===== src/rtl/cpu_types_pkg.sv =====
// Shared CPU types: register-index width, zero-register constant and the
// hazard controller state encoding.
package cpu_types_pkg;

  localparam int REG_W = 5;

  typedef logic [REG_W-1:0] regbits_t;

  localparam regbits_t REG_ZERO = 5'd0;

  typedef enum logic {
    RUN  = 1'b0,
    HALT = 1'b1
  } hazard_state_t;

endpackage


===== src/rtl/hazard_detect.sv =====
// Combinational load-use detector: a load in EX whose destination is read
// by the instruction in ID. Writes to the zero register never create a hazard.
module hazard_detect
  import cpu_types_pkg::*;
(
  input  logic [4:0] ifid_rs,
  input  logic [4:0] ifid_rt,
  input  logic       ifid_uses_rt,
  input  logic       idex_dREN,
  input  logic [4:0] idex_wsel,
  output logic       load_use
);

  regbits_t wsel;
  logic     rsMatch;
  logic     rtMatch;

  assign wsel = idex_wsel;

  // Compare the EX destination against each source the ID instruction reads
  always_comb begin
    rsMatch  = (wsel == regbits_t'(ifid_rs));
    rtMatch  = ifid_uses_rt & (wsel == regbits_t'(ifid_rt));
    load_use = idex_dREN & (wsel != REG_ZERO) & (rsMatch | rtMatch);
  end

endmodule


===== src/rtl/pipeline_hazard_ctrl.sv =====
// Central stall/flush controller for the five-stage pipeline. Drives every
// pipeline-register enable/flush, the EX/MEM clearMemReq and the PC enable.
// Optional feature macro: PIPE_HAZARD_PERF_EN enables saturating stall and
// flush performance counters; without it both counter ports read zero.
module pipeline_hazard_ctrl
  import cpu_types_pkg::*;
#(
  parameter int CNT_W = 32
) (
  input  logic             CLK,
  input  logic             RST,
  input  logic             ihit,
  input  logic             dhit,
  input  logic [4:0]       ifid_rs,
  input  logic [4:0]       ifid_rt,
  input  logic             ifid_uses_rt,
  input  logic             idex_dREN,
  input  logic [4:0]       idex_wsel,
  input  logic             exmem_dREN,
  input  logic             exmem_dWEN,
  input  logic             ex_branch_taken,
  input  logic             id_jump,
  input  logic             memwb_halt,
  output logic             pc_en,
  output logic             ifid_en,
  output logic             ifid_flush,
  output logic             idex_en,
  output logic             idex_flush,
  output logic             exmem_en,
  output logic             exmem_flush,
  output logic             exmem_clearMemReq,
  output logic             memwb_en,
  output logic             memwb_flush,
  output logic             halted,
  output logic [CNT_W-1:0] stall_cnt,
  output logic [CNT_W-1:0] flush_cnt
);

  hazard_state_t state_q;
  hazard_state_t state_d;

  logic loadUse;
  logic memReq;
  logic memBusy;
  logic advance;

  hazard_detect u_hazard_detect (
    .ifid_rs      (ifid_rs),
    .ifid_rt      (ifid_rt),
    .ifid_uses_rt (ifid_uses_rt),
    .idex_dREN    (idex_dREN),
    .idex_wsel    (idex_wsel),
    .load_use     (loadUse)
  );

  assign memReq  = exmem_dREN | exmem_dWEN;
  assign memBusy = memReq & ~dhit;
  assign advance = (state_q == RUN) & ihit & ~memBusy;

  // State register: reset always returns to RUN, HALT is otherwise sticky
  always_ff @(posedge CLK) begin
    if (RST) begin
      state_q <= RUN;
    end else begin
      state_q <= state_d;
    end
  end

  // Next state: a halt reaching WB freezes the pipeline from the next cycle on
  always_comb begin
    state_d = state_q;
    if ((state_q == RUN) && memwb_halt) begin
      state_d = HALT;
    end
  end

  // Control outputs: reset flushes everything, HALT freezes, otherwise the
  // redirect/bubble priority applies only when the pipeline can advance
  always_comb begin
    pc_en             = 1'b0;
    ifid_en           = 1'b0;
    ifid_flush        = 1'b0;
    idex_en           = 1'b0;
    idex_flush        = 1'b0;
    exmem_en          = 1'b0;
    exmem_flush       = 1'b0;
    exmem_clearMemReq = 1'b0;
    memwb_en          = 1'b0;
    memwb_flush       = 1'b0;
    halted            = 1'b0;
    if (RST) begin
      ifid_flush  = 1'b1;
      idex_flush  = 1'b1;
      exmem_flush = 1'b1;
      memwb_flush = 1'b1;
    end else if (state_q == HALT) begin
      halted = 1'b1;
    end else begin
      exmem_clearMemReq = dhit & memReq;
      if (advance) begin
        exmem_en = 1'b1;
        memwb_en = 1'b1;
        idex_en  = 1'b1;
        if (ex_branch_taken) begin
          pc_en      = 1'b1;
          ifid_en    = 1'b1;
          ifid_flush = 1'b1;
          idex_flush = 1'b1;
        end else if (loadUse) begin
          idex_flush = 1'b1;
        end else if (id_jump) begin
          pc_en      = 1'b1;
          ifid_en    = 1'b1;
          ifid_flush = 1'b1;
        end else begin
          pc_en   = 1'b1;
          ifid_en = 1'b1;
        end
      end
    end
  end

`ifdef PIPE_HAZARD_PERF_EN
  logic [CNT_W-1:0] stall_cnt_q;
  logic [CNT_W-1:0] flush_cnt_q;
  logic             stallEvent;
  logic             flushEvent;

  // Classify this cycle as a stall (freeze or bubble) and/or a flush cycle
  always_comb begin
    stallEvent = (state_q == RUN) & (~advance | (~ex_branch_taken & loadUse));
    flushEvent = ifid_flush | idex_flush | exmem_flush | memwb_flush;
  end

  // Saturating counters, cleared by reset
  always_ff @(posedge CLK) begin
    if (RST) begin
      stall_cnt_q <= '0;
      flush_cnt_q <= '0;
    end else begin
      if (stallEvent && (stall_cnt_q != '1)) begin
        stall_cnt_q <= stall_cnt_q + CNT_W'(1);
      end
      if (flushEvent && (flush_cnt_q != '1)) begin
        flush_cnt_q <= flush_cnt_q + CNT_W'(1);
      end
    end
  end

  assign stall_cnt = stall_cnt_q;
  assign flush_cnt = flush_cnt_q;
`else
  assign stall_cnt = '0;
  assign flush_cnt = '0;
`endif

endmodule


===== config.mk =====
export PLATFORM = sky130hd
export DESIGN_NAME = pipeline_hazard_ctrl
export DESIGN_NICKNAME = d
export VERILOG_FILES = /design/src/rtl/cpu_types_pkg.sv /design/src/rtl/hazard_detect.sv /design/src/rtl/pipeline_hazard_ctrl.sv
export SDC_FILE = /design/constraint.sdc
export NUM_CORES = 1
export LEC_CHECK = 0
export BUFFER_PORTS_ARGS = -buffer_cell sky130_fd_sc_hd__buf_4
export CAP_MARGIN = 10
export CORE_UTILIZATION = 34
export DETAILED_ROUTE_END_ITERATION = 7
export GPL_TIMING_DRIVEN = 0
export PLACE_DENSITY = 0.85
export SLEW_MARGIN = 20
export SYNTH_ARGS = -nofsm -noshare
export SYNTH_HDL_FRONTEND = slang
export SYNTH_SLANG_ARGS = --single-unit

===== constraint.sdc =====
create_clock -name CLK -period 3.1 [get_ports CLK]
set_clock_uncertainty 0.1 [all_clocks]
set_input_delay 0.31 -clock CLK [delete_from_list [all_inputs] [get_ports CLK]]
set_output_delay 0.31 -clock CLK [all_outputs]
set_load 0.05 [all_outputs]

==> flow_summary.json, run 1 <==
{
  "postCtsSetupBuffers": 0,
  "cts_hold_buf": 0,
  "largest_reg_flops": 1,
  "cap_violations": 0,
  "cp_max_fo": 3,
  "grt_pass1_wl_um": 1940,
  "synth_area_per_cell_um2": 7.39,
  "place_hpwl_um": 1400,
  "p_per_area_nw_per_um2": 266,
  "ys_seq_area_share_pct": 2.56,
  "fmax_ghz": 0.470,
  "r2r_start": "state_q",
  "slew_violations": 0,
  "synthMuxAreaShare_pct": 0,
  "ff2ff_setup_slack_ps": 2430,
  "reg2regPathDepth": 2,
  "tns_ps": 0,
  "die-area_um2": 2500,
  "dp_slack_ps": 958,
  "post_drt_wl_per_cell_um": 6.02,
  "ant_nets": 0,
  "whs_endpoint": "state_q",
  "grt_pass1_vias": 506,
  "post-route-util_pct": 60.1,
  "grt_util_all_layers_pct": 9.44,
  "ir_drop_uv": 155,
  "drt_iter0_drc": 4,
  "hold_depth": 2,
  "min_path_type": "flop to flop",
  "dp_cells": 232,
  "fin_nets": 232,
  "fin_area_um2": 1320,
  "place_congestion": 0.677,
  "yosys.area_share.simple_pct": 10.7,
  "path_clk_slew_ps": 0,
  "setup_slack_ps": 974,
  "cellLeakagePower_nw": 0.842,
  "rsz0062_at_grt": "false",
  "core_area_um2": 2190,
  "fillers": 215,
  "regMostFlops": "state_q",
  "critPathCaptureType": "output pin",
  "io_buffers": 35,
  "viasPerCell": 3.09,
  "hold_viol": 0,
  "start_kind": "primary input",
  "dpl-instance-area_um2": 1320,
  "drive_gt1_share_pct": 52.9,
  "chipHeight_um": 50.0,
  "clock_latency_ps": 0,
  "synth_top_family_by_area": "buffers and inverters",
  "first_pass_iters": 5,
  "min_period_ps": 2130,
  "final_cells": 232,
  "synthesis.instances": 106,
  "die_x_um": 50.0,
  "fin_hold_ws_ps": 406,
  "antenna_found_initial": 0,
  "synth_xor_area_share_pct": 11.2,
  "min_period_over_period_pct": 68.6,
  "ys_warn_count": 0,
  "synth_top_cells_by_area": "buf_4 66%, xnor2_1 11%, nor2_1 2.9%, dfxtp_1 2.6%, o21ai_4 2.1%",
  "status": "finished clean",
  "diodes": 0,
  "min_from": "state_q",
  "cp.arrival_ps": 1720,
  "grt_max_degree": 9,
  "cts_resized": 0,
  "synth_top_cell_by_area": "buf_4",
  "synthAdderAreaFrac_pct": 0,
  "worst-setup-path-type": "primary input to output pin",
  "wirelength_um": 1400,
  "drcViolationCount": 0,
  "synth_compound_area_share_pct": 7.35,
  "vias": 718,
  "ios": 101,
  "cp.required_ps": 2690,
  "initial_core_util_pct": 35.8,
  "syn2layout_area_growth_pct": 68.2,
  "synth_seq_cells": 1,
  "regToRegEndpoint": "state_q",
  "synth_cell_types": 20,
  "grt_overflow": 0,
  "yosysTopAreaCellShare_pct": 66.1,
  "reg_top3": "state_q: 1 flops",
  "setup_viol": 0,
  "fin_total_pwr_mw": 0.350,
  "netlist_area_um2": 783,
  "fp-row-count": 17
}
==> critical path: stages <==
cell and delay, ps:
buf_4 120, or4_4 530, o21ai_2 170, nor3_1 60, a221oi_1 270, buf_4 250
==> worst max path at each step <==
stage                     slack (ps)  depth (start not counted)         end    startpoint
after floorplan                   90                          5       pc_en          ihit
after global placement           980                          6  ifid_flush  idex_wsel[1]
after detailed placement         960                          6  ifid_flush  idex_wsel[1]
after CTS                        960                          6  ifid_flush  idex_wsel[1]
after global routing             860                          6  ifid_flush  idex_wsel[1]
final                            970                          6  ifid_flush  idex_wsel[1]
==> power breakdown <==
group / internal (mW) / switching [mW] / leakage [nW]
Clock: 0 / 0 / 0
Combinational: 0.104 / 0.232 / 0.834
Sequential: 0.0141 / 0.000830 / 0.00839
Total: 0.118 / 0.232 / 0.842
==> layout make-up <==
cell class	instances	area, µm²	area share (%)
Buffer	70	523	39.7
Multi-Input combinational cell	96	469	35.6
Timing Repair Buffer	35	263	19.9
Tap cell	28	35.0	2.66
Sequential cell	1	20.0	1.52
Inverter	2	7.51	0.570
==> per-layer routing <==
layer | vias up | routed length (µm) | track usage, %
met5 | - | 0 | 0
met4 | 0 | 0 | 0
met3 | 0 | 165 | 0.617
met2 | 45 | 811 | 20.9
met1 | 275 | 420 | 9.60
li1 | 398 | - | -
==> synthesized netlist by cell type <==
cell type,number
buf_4,69
xnor2_1,10
nor2_1,6
inv_1,2
nand2_1,2
nor2b_1,2
nor3_1,2
a21boi_1,1
a221o_1,1
a221oi_1,1
clkbuf_2,1
conb_1,1
dfxtp_1,1
nand3_1,1
nand4_1,1
nor4b_1,1
o21ai_2,1
o21ai_4,1
o22ai_1,1
or4_4,1
==> layout by cell type (no fill, tap or decap) <==
master / n
a221oi_1: 1
a221o_1: 1
dfxtp_1: 1
nor4b_1: 1
clkbuf_2: 1
o21ai_2: 1
nand2_1: 2
nor2b_1: 2
o22ai_1: 1
a21boi_1: 1
or4_4: 1
conb_1: 64
nand4_1: 1
inv_1: 2
nor3_1: 2
nor2_1: 6
o21ai_4: 1
nand3_1: 1
buf_4: 104
xnor2_1: 10
==> logic make-up after synthesis <==
family / count (synthesis)
and+or+nand+nor: 16
xor gates and xnor gates: 10
buffers and inverters: 72
AOI/OAI and AO/OA: 6
other: 1
DFF: 1
Note: power is estimated with default switching activity, not from simulation.
==> inputs of run 2 (changes only) <==
--- a/config.mk
+++ b/config.mk
@@ -7,10 +7,10 @@
 export LEC_CHECK = 0
 export BUFFER_PORTS_ARGS = -buffer_cell sky130_fd_sc_hd__buf_4
 export CAP_MARGIN = 10
-export CORE_UTILIZATION = 34
+export CORE_UTILIZATION = 32
 export DETAILED_ROUTE_END_ITERATION = 7
 export GPL_TIMING_DRIVEN = 0
-export PLACE_DENSITY = 0.85
+export PLACE_DENSITY = 0.81
 export SLEW_MARGIN = 20
 export SYNTH_ARGS = -nofsm -noshare
 export SYNTH_HDL_FRONTEND = slang
==> constraint.sdc (replaced) <==
create_clock -name CLK -period 2.2 [get_ports CLK]
set_clock_uncertainty 0.1 [all_clocks]
set_input_delay 0.22 -clock CLK [delete_from_list [all_inputs] [get_ports CLK]]
set_output_delay 0.22 -clock CLK [all_outputs]
set_load 0.05 [all_outputs]
==> run 2 against run 1 <==
Against the previous run:
- first-iteration DRC count decreased by 50%
- final cell count unchanged
- combinational power increased by 42%
- via count increased by 0.14%
- critical endpoint is now idex_flush
- design area increased by 1.4%
- core utilization decreased by 0.87 points
- register-to-register slack got worse by 910 ps
- largest power group unchanged
- wire length increased by 3.7%
- highest routed layer unchanged
==> flow_summary.json, run 2 (synthesized netlist as in run 1, its figures left out) <==
{
  "ios": 101,
  "dpl-instance-area_um2": 1340,
  "syn2layout_area_growth_pct": 70.6,
  "wl_met1_um": 442,
  "io_buffers": 35,
  "cp_top_family": "simple AND/OR/NAND/NOR gates",
  "antenna_found_initial": 0,
  "max_stage_delay_ps": 520,
  "hold_viol": 0,
  "cp.required_ps": 1880,
  "min_path_type": "primary input to flop",
  "rsz0062_at_grt": "false",
  "initial_core_util_pct": 34.7,
  "cp.arrival_ps": 1600,
  "met3_length_um": 209,
  "diodes": 0,
  "grt_util_all_layers_pct": 9.38,
  "dr_wl_met2_um": 797,
  "first_pass_iters": 2,
  "cts_hold_buf": 0,
  "drcViolationCount": 0,
  "chipHeight_um": 51.5,
  "fin_area_um2": 1340,
  "grt_pass1_vias": 528,
  "layout_common_cells": "104 x buf_4, 64 x conb_1, 10 x xnor2_1",
  "worstPathBufferInverterCount": 2,
  "path_clk_slew_ps": 0,
  "viasPerCell": 3.10,
  "fillers": 209,
  "die_x_um": 51.5,
  "start_kind": "primary input",
  "ir_drop_uv": 241,
  "fp-row-count": 17,
  "p_per_area_nw_per_um2": 373,
  "fin_total_pwr_mw": 0.498,
  "grt_max_degree": 9,
  "reg_top3": "state_q: 1 flops",
  "drt_iter0_drc": 2,
  "crit_slowest_cell": "or4_4",
  "core_area_um2": 2250,
  "min_period_over_period_pct": 87.1,
  "die-area_um2": 2650,
  "cellLeakagePower_nw": 0.845,
  "cp_max_fo": 3,
  "postCtsSetupBuffers": 0,
  "maxUsedRoutingLayer": "met3",
  "layout_commonest_cell": "buf_4",
  "grt_pass1_wl_um": 2010,
  "drive_gt1_share_pct": 54.9,
  "worst-setup-path-type": "primary input to output pin",
  "slew_violations": 0,
  "largest_reg_flops": 1,
  "wirelength_um": 1450,
  "vias": 719,
  "min_period_ps": 1920,
  "dp_slack_ps": 282,
  "grt_overflow": 0,
  "setup_viol": 0,
  "status": "finished clean",
  "place_congestion": 0.619,
  "path_common_cell": "buf_4",
  "cts_resized": 0,
  "setup_slack_ps": 283,
  "fin_nets": 232,
  "clock_latency_ps": 0,
  "fmax_ghz": 0.522,
  "fin_hold_ws_ps": 333,
  "cap_violations": 0,
  "ant_nets": 0,
  "regMostFlops": "state_q",
  "critPathCaptureType": "output pin",
  "post_drt_wl_per_cell_um": 6.25,
  "cp_cell_sequence": "buf_4, or4_4, o21ai_2, nor2_1, a221o_1, buf_4"
}
==> run 2: tightest hold or removal path: stages <==
cell and delay (ps):
buf_4 80, nor2_1 30, nor2_1 70
==> run 2: path summary, 6_finish.rpt <==
path                 from    endpoint  slack, ps  cells past startpoint
max          idex_wsel[1]  idex_flush        280                      6
min            memwb_halt     state_q        330                      3
min reg2reg       state_q     state_q        420                      2
max reg2reg       state_q     state_q       1520                      2
==> run 2: power by group <==
part	switching (mW)	leakage [nW]	internal, mW	total, mW
registers	0.00140	0.00839	0.0198	0.0212
clock network	0	0	0	0
logic	0.329	0.837	0.148	0.477
==> run 2: cell type report <==
cell class              count  area, µm²  area share, %
plain buffers              70        523           39.1
multi-input cells          96        488           36.5
repair buffers             35        263           19.7
well taps                  28       35.0           2.62
flip-flops and latches      1       20.0           1.50
inverters                   2       7.51          0.562
==> run 2: metal layers <==
layer / vias to the layer above / GRT usage, %
met1: 268 / 8.96
met4: 0 / 0
met3: 0 / 0.595
li1: 398 / -
met2: 53 / 21.6
met5: - / 0
==> run 2: through the flow <==
| step | utilization (%) | std cells | setup TNS [ps] |
|---|---|---|---|
| floorplan | - | 169 | -131 |
| global placement | 59.3 | 232 | 0 |
| detailed placement | 59.3 | 232 | 0 |
| CTS | 59.3 | 232 | 0 |
| global route | 59.3 | 232 | 0 |
| finish | 59.3 | 232 | 0 |
==> inputs of run 3 (changes only) <==
--- a/config.mk
+++ b/config.mk
@@ -5,12 +5,13 @@
 export SDC_FILE = /design/constraint.sdc
 export NUM_CORES = 1
 export LEC_CHECK = 0
+export ABC_AREA = 1
 export BUFFER_PORTS_ARGS = -buffer_cell sky130_fd_sc_hd__buf_4
 export CAP_MARGIN = 10
-export CORE_UTILIZATION = 32
+export CORE_UTILIZATION = 33
 export DETAILED_ROUTE_END_ITERATION = 7
 export GPL_TIMING_DRIVEN = 0
-export PLACE_DENSITY = 0.81
+export PLACE_DENSITY = 0.8
 export SLEW_MARGIN = 20
 export SYNTH_ARGS = -nofsm -noshare
 export SYNTH_HDL_FRONTEND = slang
==> run 3 against run 2 <==
Against the previous run:
- synthesized area increased by 8.3%
- maximum frequency increased by 23%
- register-to-register slack improved by 40 ps
- setup slack improved by 350 ps
- first-iteration DRC count increased to 5.5 times the previous value
- highest routed layer unchanged
- largest power group unchanged
==> flow_summary.json, run 3 <==
{
  "drt_iter0_drc": 11,
  "fp-row-count": 18,
  "synth_top_family_by_area": "buffers and inverters",
  "yosys.area_share.simple_pct": 24.8,
  "syn2layout_area_growth_pct": 64.5,
  "viasPerCell": 3.12,
  "min_from": "memwb_halt",
  "p_per_area_nw_per_um2": 354,
  "cts_resized": 0,
  "min_period_over_period_pct": 71.1,
  "ir_drop_uv": 228,
  "layout_commonest_cell": "buf_4",
  "post_drt_wl_per_cell_um": 5.53,
  "place_hpwl_um": 1510,
  "cp_cell_sequence": "buf_4, nand2_1, nand2_1, nor2_1, nand3_1, nand2_1, nand3_1, nand2_1, inv_1, buf_4, buf_4",
  "layout_common_cells": "105 x buf_4, 64 x conb_1, 35 x nand2_1",
  "max_stage_delay_ps": 180,
  "synth_xor_area_share_pct": 1.03,
  "initial_core_util_pct": 34.6,
  "synth_area_per_cell_um2": 5.73,
  "worst-setup-path-type": "primary input to output pin",
  "whs_endpoint": "state_q",
  "synth_top_cell_by_area": "buf_4",
  "ant_nets": 0,
  "grt_overflow": 0,
  "ys.flop_type": "dfxtp_1",
  "cp_max_fo": 4,
  "switching_power_mw": 0.332,
  "worstSetupStartpoint": "idex_wsel[4]",
  "grt_pass1_vias": 601,
  "p_clk_share_pct": 0,
  "reg2regPathDepth": 2,
  "ios": 101,
  "antenna_found_initial": 0,
  "ff2ff_setup_slack_ps": 1560,
  "seqPwrFrac_pct": 4.1,
  "postCtsSetupBuffers": 0,
  "drive_gt1_share_pct": 44.1,
  "synthAdderAreaFrac_pct": 0,
  "synth_cell_types": 12,
  "min_path_type": "primary input to flop",
  "cp.required_ps": 1880,
  "ys_seq_area_share_pct": 2.36,
  "synthesis.instances": 148,
  "hold_depth": 3,
  "grt_max_degree": 7,
  "cellLeakagePower_nw": 1.01,
  "switching_share_pct": 67.3,
  "fmax_ghz": 0.640,
  "min_period_ps": 1560,
  "path_clk_slew_ps": 0,
  "cp_top_family": "simple AND/OR/NAND/NOR gates",
  "vias": 865,
  "synthMuxAreaShare_pct": 0,
  "crit_slowest_cell": "buf_4",
  "reg_top3": "state_q: 1 flops",
  "place_congestion": 0.638,
  "drcViolationCount": 0,
  "p_int_mw": 0.161,
  "grt_pass1_wl_um": 2210,
  "cp.arrival_ps": 1240,
  "die-area_um2": 2780,
  "synth_most_common_cell": "buf_4",
  "slew_violations": 0,
  "comb_power_share_pct": 95.9,
  "chipHeight_um": 52.7,
  "r2r_start": "state_q",
  "yosysTopAreaCellShare_pct": 61.1,
  "largest_reg_flops": 1,
  "synthTopCellsByCount": "69 x buf_4, 35 x nand2_1, 17 x inv_1, 14 x nor2_1, 4 x nand3_1",
  "first_pass_iters": 4,
  "die_x_um": 52.7,
  "core_area_um2": 2450,
  "status": "finished clean",
  "regToRegEndpoint": "state_q",
  "tns_ps": 0,
  "fin_nets": 275,
  "regMostFlops": "state_q",
  "synth_compound_area_share_pct": 1.47,
  "synthArstFlopShare_pct": 0,
  "synth_edf_count": 0,
  "post-route-util_pct": 56.8,
  "wirelength_um": 1530,
  "setup_viol": 0,
  "diodes": 0,
  "grt_util_all_layers_pct": 9.82,
  "synth_top_cells_by_area": "buf_4 61%, nand2_1 15%, inv_1 7.5%, nor2_1 6.2%, dfxtp_1 2.4%",
  "cap_violations": 0,
  "netlist_area_um2": 848,
  "rsz0062_at_grt": "false",
  "critPathCaptureType": "output pin",
  "path_common_cell": "nand2_1",
  "ys_warn_count": 0,
  "cts_hold_buf": 0,
  "clock_latency_ps": 0,
  "worstPathBufferInverterCount": 4,
  "synth_seq_cells": 1,
  "hold_viol": 0,
  "start_kind": "primary input",
  "io_buffers": 36
}
==> run 3: cell count changes in the layout (fill, tap and decap cells not counted), sizes merged, moves of 2 or more <==
cell / delta
nand2: +33
nor2b: -2
nand3: +3
nor3: -2
xnor2: -9
inv: +18
nor2: +8
==> run 3: worst max path at each step <==
stage | to | slack, ps | depth (start not counted)
CTS | pc_en | 620 | 11
floorplan | pc_en | 140 | 7
global route | pc_en | 490 | 10
global placement | pc_en | 640 | 11
detailed placement | pc_en | 630 | 9
finish | pc_en | 640 | 11
==> run 3: routing by layer <==
metal | track usage, % | vias to the layer above | share of wire, %
li1 | - | 499 | -
met1 | 12.2 | 319 | 36
met2 | 19.0 | 47 | 51
met3 | 0.870 | 0 | 12
met4 | 0 | 0 | 0
met5 | 0 | - | 0
==> run 3: cell families (layout without fill, tap and decap cells) <==
group / after synthesis / in the layout
flops: 1 / 1
other cells: 1 / 64
buf+inv: 89 / 125
simple gates: 54 / 54
compound gates: 2 / 2
xor+xnor: 1 / 1
==> run 3: worst reg2reg max path: stages, from the launching register on <==
cell and delay [ps]:
dfxtp_1 290, nor2_1 100, nor2_1 40
==> run 3: power groups by stage <==
stage / sequential [mW] / clock (mW) / combinational (mW)
floorplan: 0.0203 / 0 / 0.408
global route: 0.0206 / 0 / 0.501
detailed placement: 0.0205 / 0 / 0.470
global placement: 0.0204 / 0 / 0.468
finish: 0.0204 / 0 / 0.473
CTS: 0.0205 / 0 / 0.470
==> run 3: layout make-up <==
| type | instances | area (µm²) |
|---|---|---|
| plain buffers | 69 | 518 |
| fillers | 265 | 1060 |
| inverters | 20 | 75.1 |
| multi-input cells | 121 | 474 |
| flip-flops and latches | 1 | 20.0 |
| well taps | 30 | 37.5 |
| repair buffers | 36 | 270 |
==> run 3: metrics by stage <==
step | area, µm² | hold slack, ps | total power [mW] | worst slack (ps) | cells
after global placement | 1400 | 324 | 0.488 | 636 | 277
after global routing | 1400 | 356 | 0.522 | 489 | 277
after CTS | 1400 | 334 | 0.491 | 623 | 277
final | 1400 | 331 | 0.493 | 637 | 277
after detailed placement | 1400 | 333 | 0.490 | 630 | 277
after floorplan | 1090 | 192 | 0.428 | 143 | 211
